File: src/rtl/filter_dataflow_ctrl.sv
// Dataflow controller for a line-buffered 2D filter: streams one frame of pixels,
// flushes the line buffer for the bottom border, then drains the filter pipeline.
module filter_dataflow_ctrl #(
   parameter int DATA_WIDTH = 8,
   parameter int WIDTH_IMG  = 255,
   parameter int HEIGHT_IMG = 255,
   parameter int PIPE_LAT   = 4
) (
   input  logic                  clk,
   input  logic                  rst,
   input  logic                  start,
   input  logic                  s_valid,
   input  logic [DATA_WIDTH-1:0] s_data,
   output logic                  s_ready,
   output logic [DATA_WIDTH-1:0] data_out,
   output logic                  sel_line1,
   output logic                  sel_line2,
   output logic                  enable,
   output logic                  data_valid_in,
   output logic                  out_valid,
   output logic                  busy,
   output logic                  frame_done
);

   localparam int CW = $clog2(WIDTH_IMG) + 1;
   localparam int RW = $clog2(HEIGHT_IMG) + 1;
   localparam int FW = $clog2(WIDTH_IMG + 1) + 1;
   localparam int DW = $clog2(PIPE_LAT) + 1;
   localparam int PW = $clog2(WIDTH_IMG * HEIGHT_IMG + WIDTH_IMG + 2) + 1;

   localparam logic [CW-1:0] COL_LAST = CW'(WIDTH_IMG - 1);
   localparam logic [RW-1:0] ROW_LAST = RW'(HEIGHT_IMG - 1);
   localparam logic [FW-1:0] FL_LAST  = FW'(WIDTH_IMG);
   localparam logic [DW-1:0] DR_LAST  = DW'(PIPE_LAT - 1);
   localparam logic [PW-1:0] PUSH_WV  = PW'(WIDTH_IMG + 1);
   localparam logic [PW-1:0] PUSH_MAX = PW'(WIDTH_IMG * HEIGHT_IMG + WIDTH_IMG + 1);

   typedef enum logic [1:0] {
      S_IDLE   = 2'd0,
      S_STREAM = 2'd1,
      S_FLUSH  = 2'd2,
      S_DRAIN  = 2'd3
   } state_t;

   state_t state_q, state_d;

   logic [CW-1:0]         col_q, col_d;
   logic [RW-1:0]         row_q, row_d;
   logic [FW-1:0]         fl_q, fl_d;
   logic [DW-1:0]         dr_q, dr_d;
   logic [PW-1:0]         push_q, push_d;
   logic [PIPE_LAT-1:0]   sr_q, sr_d;
   logic [DATA_WIDTH-1:0] data_q, data_d;
   logic                  en_q, en_d;
   logic                  sel1_q, sel1_d;
   logic                  sel2_q, sel2_d;
   logic                  ov_q, ov_d;
   logic                  fd_q, fd_d;
   logic                  s_ready_q, s_ready_d;
   logic                  busy_q, busy_d;

   logic start_s, xfer_s, flush_s, drain_s, last_pix_s, adv_s, wv_s;

   assign start_s    = (state_q == S_IDLE) && start;
   assign xfer_s     = (state_q == S_STREAM) && s_valid;
   assign flush_s    = (state_q == S_FLUSH);
   assign drain_s    = (state_q == S_DRAIN);
   assign last_pix_s = (col_q == COL_LAST) && (row_q == ROW_LAST);

   // Next-state logic for the frame sequencer
   always_comb begin
      state_d = state_q;
      case (state_q)
         S_IDLE: begin
            if (start) state_d = S_STREAM;
            else       state_d = S_IDLE;
         end
         S_STREAM: begin
            if (xfer_s && last_pix_s) state_d = S_FLUSH;
            else                      state_d = S_STREAM;
         end
         S_FLUSH: begin
            if (fl_q == FL_LAST) state_d = S_DRAIN;
            else                 state_d = S_FLUSH;
         end
         S_DRAIN: begin
            if (dr_q == DR_LAST) state_d = S_IDLE;
            else                 state_d = S_DRAIN;
         end
         default: state_d = S_IDLE;
      endcase
   end

   // Counters, pixel register, strobes and the out_valid delay line
   always_comb begin
      col_d  = col_q;
      row_d  = row_q;
      fl_d   = fl_q;
      dr_d   = dr_q;
      push_d = push_q;
      sr_d   = sr_q;
      data_d = data_q;
      sel1_d = 1'b0;
      sel2_d = flush_s;
      en_d   = xfer_s || flush_s;
      // Drain cycles keep the delay line moving so the last results surface.
      adv_s  = en_d || drain_s;
      wv_s   = en_d && (push_q >= PUSH_WV);
      ov_d   = 1'b0;
      fd_d   = drain_s && (dr_q == DR_LAST);

      if (start_s) begin
         col_d  = '0;
         row_d  = '0;
         fl_d   = '0;
         dr_d   = '0;
         push_d = '0;
         sr_d   = '0;
      end else if (xfer_s) begin
         data_d = s_data;
         sel1_d = (row_q == '0);
         if (col_q != COL_LAST) begin
            col_d = col_q + CW'(1);
         end else if (row_q != ROW_LAST) begin
            col_d = '0;
            row_d = row_q + RW'(1);
         end else begin
            col_d = col_q;
         end
      end else if (flush_s) begin
         if (fl_q != FL_LAST) fl_d = fl_q + FW'(1);
         else                 fl_d = fl_q;
      end else if (drain_s) begin
         if (dr_q != DR_LAST) dr_d = dr_q + DW'(1);
         else                 dr_d = dr_q;
      end else begin
         data_d = data_q;
      end

      if (en_d && (push_q != PUSH_MAX)) push_d = push_q + PW'(1);
      else                              push_d = push_d;

      if (adv_s && !start_s) begin
         ov_d    = sr_q[PIPE_LAT-1];
         sr_d[0] = wv_s;
         for (int i = 1; i < PIPE_LAT; i++) begin
            sr_d[i] = sr_q[i-1];
         end
      end else begin
         ov_d = 1'b0;
      end

      s_ready_d = (state_d == S_STREAM);
      busy_d    = (state_d != S_IDLE);
   end

   // State and output registers; reset aborts any frame without a done pulse
   always_ff @(posedge clk or posedge rst) begin
      if (rst) begin
         state_q   <= S_IDLE;
         col_q     <= '0;
         row_q     <= '0;
         fl_q      <= '0;
         dr_q      <= '0;
         push_q    <= '0;
         sr_q      <= '0;
         data_q    <= '0;
         en_q      <= 1'b0;
         sel1_q    <= 1'b0;
         sel2_q    <= 1'b0;
         ov_q      <= 1'b0;
         fd_q      <= 1'b0;
         s_ready_q <= 1'b0;
         busy_q    <= 1'b0;
      end else begin
         state_q   <= state_d;
         col_q     <= col_d;
         row_q     <= row_d;
         fl_q      <= fl_d;
         dr_q      <= dr_d;
         push_q    <= push_d;
         sr_q      <= sr_d;
         data_q    <= data_d;
         en_q      <= en_d;
         sel1_q    <= sel1_d;
         sel2_q    <= sel2_d;
         ov_q      <= ov_d;
         fd_q      <= fd_d;
         s_ready_q <= s_ready_d;
         busy_q    <= busy_d;
      end
   end

   assign s_ready       = s_ready_q;
   assign data_out      = data_q;
   assign sel_line1     = sel1_q;
   assign sel_line2     = sel2_q;
   assign enable        = en_q;
   assign data_valid_in = en_q;
   assign out_valid     = ov_q;
   assign busy          = busy_q;
   assign frame_done    = fd_q;

endmodule

File: config.mk
export PLATFORM = sky130hd
export DESIGN_NAME = filter_dataflow_ctrl
export DESIGN_NICKNAME = d
export VERILOG_FILES = /design/src/rtl/filter_dataflow_ctrl.sv
export SDC_FILE = /design/constraint.sdc
export NUM_CORES = 1
export LEC_CHECK = 0
export BUFFER_PORTS_ARGS = -buffer_cell sky130_fd_sc_hd__buf_4
export CORE_AREA = 4 4 91 93
export DETAILED_ROUTE_END_ITERATION = 12
export DIE_AREA = 0 0 95 97
export PLACE_DENSITY = 0.67
export SLEW_MARGIN = 20
export SYNTH_ARGS = -nofsm -noshare
export SYNTH_HDL_FRONTEND = slang
export SYNTH_SLANG_ARGS = --single-unit
File: constraint.sdc
create_clock -name clk -period 2.9 [get_ports clk]
set_clock_uncertainty 0.1 [all_clocks]
set_input_delay 0.58 -clock clk [delete_from_list [all_inputs] [get_ports clk]]
set_output_delay 0.58 -clock clk [all_outputs]
set_load 0.02 [all_outputs]
**After elaboration in Yosys (flattened, before gate mapping)**

Cells that the tools add are included.

- Word-level logic and storage cells: 95
- Bits of input ports: 12
- Bits in registers: 68
- Output and inout port bits: 16

- Bitwise gates (word level): 1
- Add/subtract/negate cells: 5
- $lt $le $gt $ge: 1
- Equality and inequality tests: 16
- Reductions and logical operators: 28
- Multiplexer cells: 29

Operators by type and width:

| kind | count |
|---|---|
| $mux 9 | 12 |
| $mux 17 | 2 |
| $add 9x1->9 const B | 3 |
| $eq 9x8->1 const B | 3 |
| $ne 9x8->1 const B | 3 |
| $reduce_bool 2->1 | 9 |
| $add 17x1->17 const B | 1 |
| $ge 17x9->1 const B | 1 |
| $ne 17x16->1 const B | 1 |
| $mux 3 | 5 |
| $logic_not 9->1 | 1 |
| $logic_and 1x1->1 | 8 |
| $mux 4 | 2 |
| $pmux 2 s4 | 1 |
| $ne 2x2->1 const B | 3 |
| $reduce_and 3->1 | 2 |
| $mux 1 | 5 |
| $eq 2x1->1 const B | 2 |
| $eq 2x2->1 const B | 2 |
| $mux 2 | 2 |
| $reduce_and 2->1 | 2 |
| $reduce_and 4->1 | 1 |
| $add 3x1->3 const B | 1 |
| $eq 3x2->1 const B | 1 |
| other kinds (6) | 7 |

**Logic depth before layout (Yosys ltp)**

- Word-level depth: 6
- Depth in mapped cells: 8
- Gate-level depth less buffers: 8

**Worst setup path after synthesis**

No wires, ideal clock.

- Path type: flip-flop to flip-flop
- Start point: reg fl_q[0]
- End point: reg fl_q[6]
- Cell stages (with the launch flop): 9
- Setup slack: 0.725 ns
- Clock period less this slack: 2.175 ns
- Arrival: 1.996 ns
- Buffers on the path: 0
- Library setup time: 0.078 ns
- Data required time: 2.722 ns
- Path through: dfrtp_1 > ha_1 > nand3_1 > nor3b_1 > ha_1 > nand2b_1 > a21o_1 > or4_1 > a21oi_1

- Cells in the longest elaborated chain, start to end: 5
- Elaborated cells between the ends (all ways): 8
- Those cells by class: add/sub (1); eq/ne (1); mux (4); reduce/logical (2)

RTL lines:

| what | line | text |
|---|---|---|
| start: declaration | 49 | `logic [FW-1:0] fl_q, fl_d;` |
| start signal: assignment | 179 | `fl_q <= fl_d;` |
| $add 9x1->9 | 131 | `if (fl_q != FL_LAST) fl_d = fl_q + FW'(1);` |
| $mux 9 | 131 |  |
| $mux 9 | 130 | `end else if (flush_s) begin` |
| $mux 9 | 119 | `end else if (xfer_s) begin` |
| $mux 9 | 112 | `if (start_s) begin` |

Parallel ways exist; a longest one is shown, timed or not. The select of a mux whose other input is x is not followed.
A chain may end at the register's enable or synchronous reset.

**Final worst setup path**

Same ends and word-level chain as after synthesis.

==> metrics.txt <==
Worst-path clk slew=approximately 70 ps; Mapped Area=~0.0036 mm²; Die Y=97 µm; commonest non-fill, non-tap cells in the layout=68 x dfrtp_1, 54 x nand2_1, 32 x buf_4, 24 x nor2_1, 24 x nand3_1; Setup Buffers After CTS=0; Worst Path Required=3060 ps; worst-path fanout max=5; Routed wire per std cell=13.9 µm; via count=about 2,900; commonest non-fill, non-tap cell in the layout=dfrtp_1; Fin. Hold Viols=0; Worst EP arrival=2510 ps; FP Rows=32; CTS H-tree lvls=3; largest net degree at the start of global routing=69; Fmax achieved=426 MHz; Power per Cell Area=559 mW/mm²; Routed Antenna Nets=0; worst setup path class=register to register; share of layout cells above drive strength 1=between 10% and 20%; first-pass GRT wire length=12.9 mm; final period utilization=80.9%; EDFF count, synth=0; RD Place Congestion=between 0.8 and 0.9; largest area contributor in the netlist=dfrtp_1; Port Buffers=27; Post-Syn Instances=380; endpoint class of the critical path=register; Lkg Pwr=1.88 nW; fin crit period=roughly 2300 ps; RSZ-0062 raised after global routing=false; Post-Syn Nets=404; residual DRC count=0; Max Slew Vio Count=0; hpwl dp=5.00 mm; count of state elements after synthesis=68; cts-stage hold buffer count=0; post-route setup TNS=0 ps; final core occ=55.1%; status=completed; Max-Cap Viols=0; post-CTS resize count=0; Core Footprint=0.00753 mm²; register area share after synthesis=46.9%; VDD IR max=0.251 mV; top-area cell type share of the netlist area=about 47%; Hold WS=198 ps; Seq. cell area=between 0.0015 and 0.002 mm²; multi-input logic area=0.00177 mm²; Min-Delay Path Class=input pin to asynchronous set/reset pin; ANT cells=0; Async SR Flop Fraction=100%; fillers=708; Placed Area=about 0.0039 mm²; fin worst setup slack=555 ps; cts bufs inserted=9; final WL=7.16 mm; DRT iter0 DRCs=115; worst relative slew slack=62.4%; gr usage total=17.4%; die area=0.00922 mm²; CTS tree=yes; Main synth FF type=dfrtp_1; number of global-route vias before repair=2,927; fin nets=433; Root Buffer=clkbuf_8; Worst Reg-to-Reg Cells=8; Worst setup SP type=register; Clock Latency Late Sink=340 ps; Area contributors post-synth=dfrtp_1 47%, nand2_1 5.6%, ha_1 4.1%, mux2i_1 3.9%, nand3_1 3.3%; Clock Tree Buf Depth=2; width of the die=95 µm; initial antenna violation count=0; Worst-Margin Slew=560 ps; Synth cell types=54; Ys Warns=0; Synth Area per Inst=9.54 µm²; global route total overflow=0; clock sink total=approximately 70; Avg Vias per Cell=about 5.6; P&R area growth vs syn=14.4%; starting density of the core=48.2%; DRT Pass-1 Iters=4; Place WS=approximately 560 ps; I/O pin count=28; cell area after layout=0.00415 mm²; endpoints failing setup=0
-- per-stage QoR --
| step | cells | power (mW) |
|---|---|---|
| final | 516 | 2.32 |
| after global placement | 500 | 1.54 |
| after floorplan | 380 | 1.43 |
| after CTS | 516 | 2.35 |
| after detailed placement | 500 | 1.55 |
| after global routing | 516 | 2.46 |
-- cells by family (layout without fill, tap and decap cells) --
group / after synthesis / count (layout) / share of synthesized area [%]
and+or+nand+nor: 172 / 172 / 25.2
muxes: 14 / 14 / 3.86
DFF: 68 / 68 / 46.9
xor gates and xnor gates: 4 / 4 / 0.966
AOI/OAI and AO/OA: 72 / 72 / 14.6
adders and majority gates: 12 / 12 / 4.14
buffers and inverters: 38 / 72 / 4.24
-- state kept, by name, indices dropped and copies added, names as in the netlist --
| name | count |
|---|---|
| frame_done | 1 |
| col_q | 9 |
| sr_q | 4 |
| sel_line2 | 1 |
| fl_q | 9 |
| out_valid | 1 |
| sel_line1 | 1 |
| state_q | 2 |
| data_valid_in | 1 |
| s_ready | 1 |
| busy | 1 |
| push_q | 17 |
| dr_q | 3 |
| data_out | 8 |
| row_q | 9 |
-- Yosys cell counts (4+ instances only) --
cell	instances
clkbuf_1	9
or4_1	7
mux2i_1	14
o21ai_0	10
a21o_1	5
nor2_1	24
nand3_1	24
nand4_1	13
xnor2_1	4
nand2_1	54
nand2b_1	8
inv_1	22
and3_1	5
o31ai_1	8
a211oi_1	6
ha_1	12
nor4_1	4
or3_1	7
dfrtp_1	68
a21oi_1	21
nor3_1	6
-- routing by layer --
| layer | global-route usage, % | part of all wire (%) | vias to the layer above |
|---|---|---|---|
| met5 | 0 | 0 | - |
| met2 | 28.4 | 50 | 49 |
| li1 | - | - | 1438 |
| met1 | 21.8 | 46 | 1409 |
| met4 | 6.33 | 0.96 | 0 |
| met3 | 4.90 | 3.8 | 6 |
-- cell type report --
| type | count | area share, % |
|---|---|---|
| tap | 102 | 3.08 |
| clock inverter | 4 | 1.15 |
| clock buffer | 12 | 3.74 |
| inverter | 23 | 2.08 |
| timing repair buffer | 33 | 6.27 |
| sequential | 68 | 41.0 |
| multi-input combinational | 274 | 42.7 |
-- power breakdown --
part           leakage, nW  switching (mW)  total, mW  internal, mW
registers            0.876           0.132       1.19          1.06
clock network        0.102           0.344      0.785         0.441
logic                0.902           0.189      0.343         0.154
-- worst max-delay path, stage by stage, from the launching register on --
cell and delay, ps:
dfrtp_1 410, ha_1 220, nand3_1 150, nor3b_1 80, ha_1 200, nand2b_1 220
a21o_1 240, or4_1 500, a21oi_1 150
-- path summary, 6_finish.rpt --
check | start | end | slack [ps]
max in group asynchronous | rst | push_q[1]$_DFFE_PP0P_ | 2190
hold reg to reg | data_out[4]$_DFFE_PP0P_ | data_out[4]$_DFFE_PP0P_ | 380
min in group clk | s_data[0] | data_out[0]$_DFFE_PP0P_ | 320
setup reg to reg | fl_q[0]$_DFFE_PP0P_ | fl_q[6]$_DFFE_PP0P_ | 550
hold / removal | rst | fl_q[1]$_DFFE_PP0P_ | 200
setup / recovery | fl_q[0]$_DFFE_PP0P_ | fl_q[6]$_DFFE_PP0P_ | 550
(Power assumes the default switching activity.)
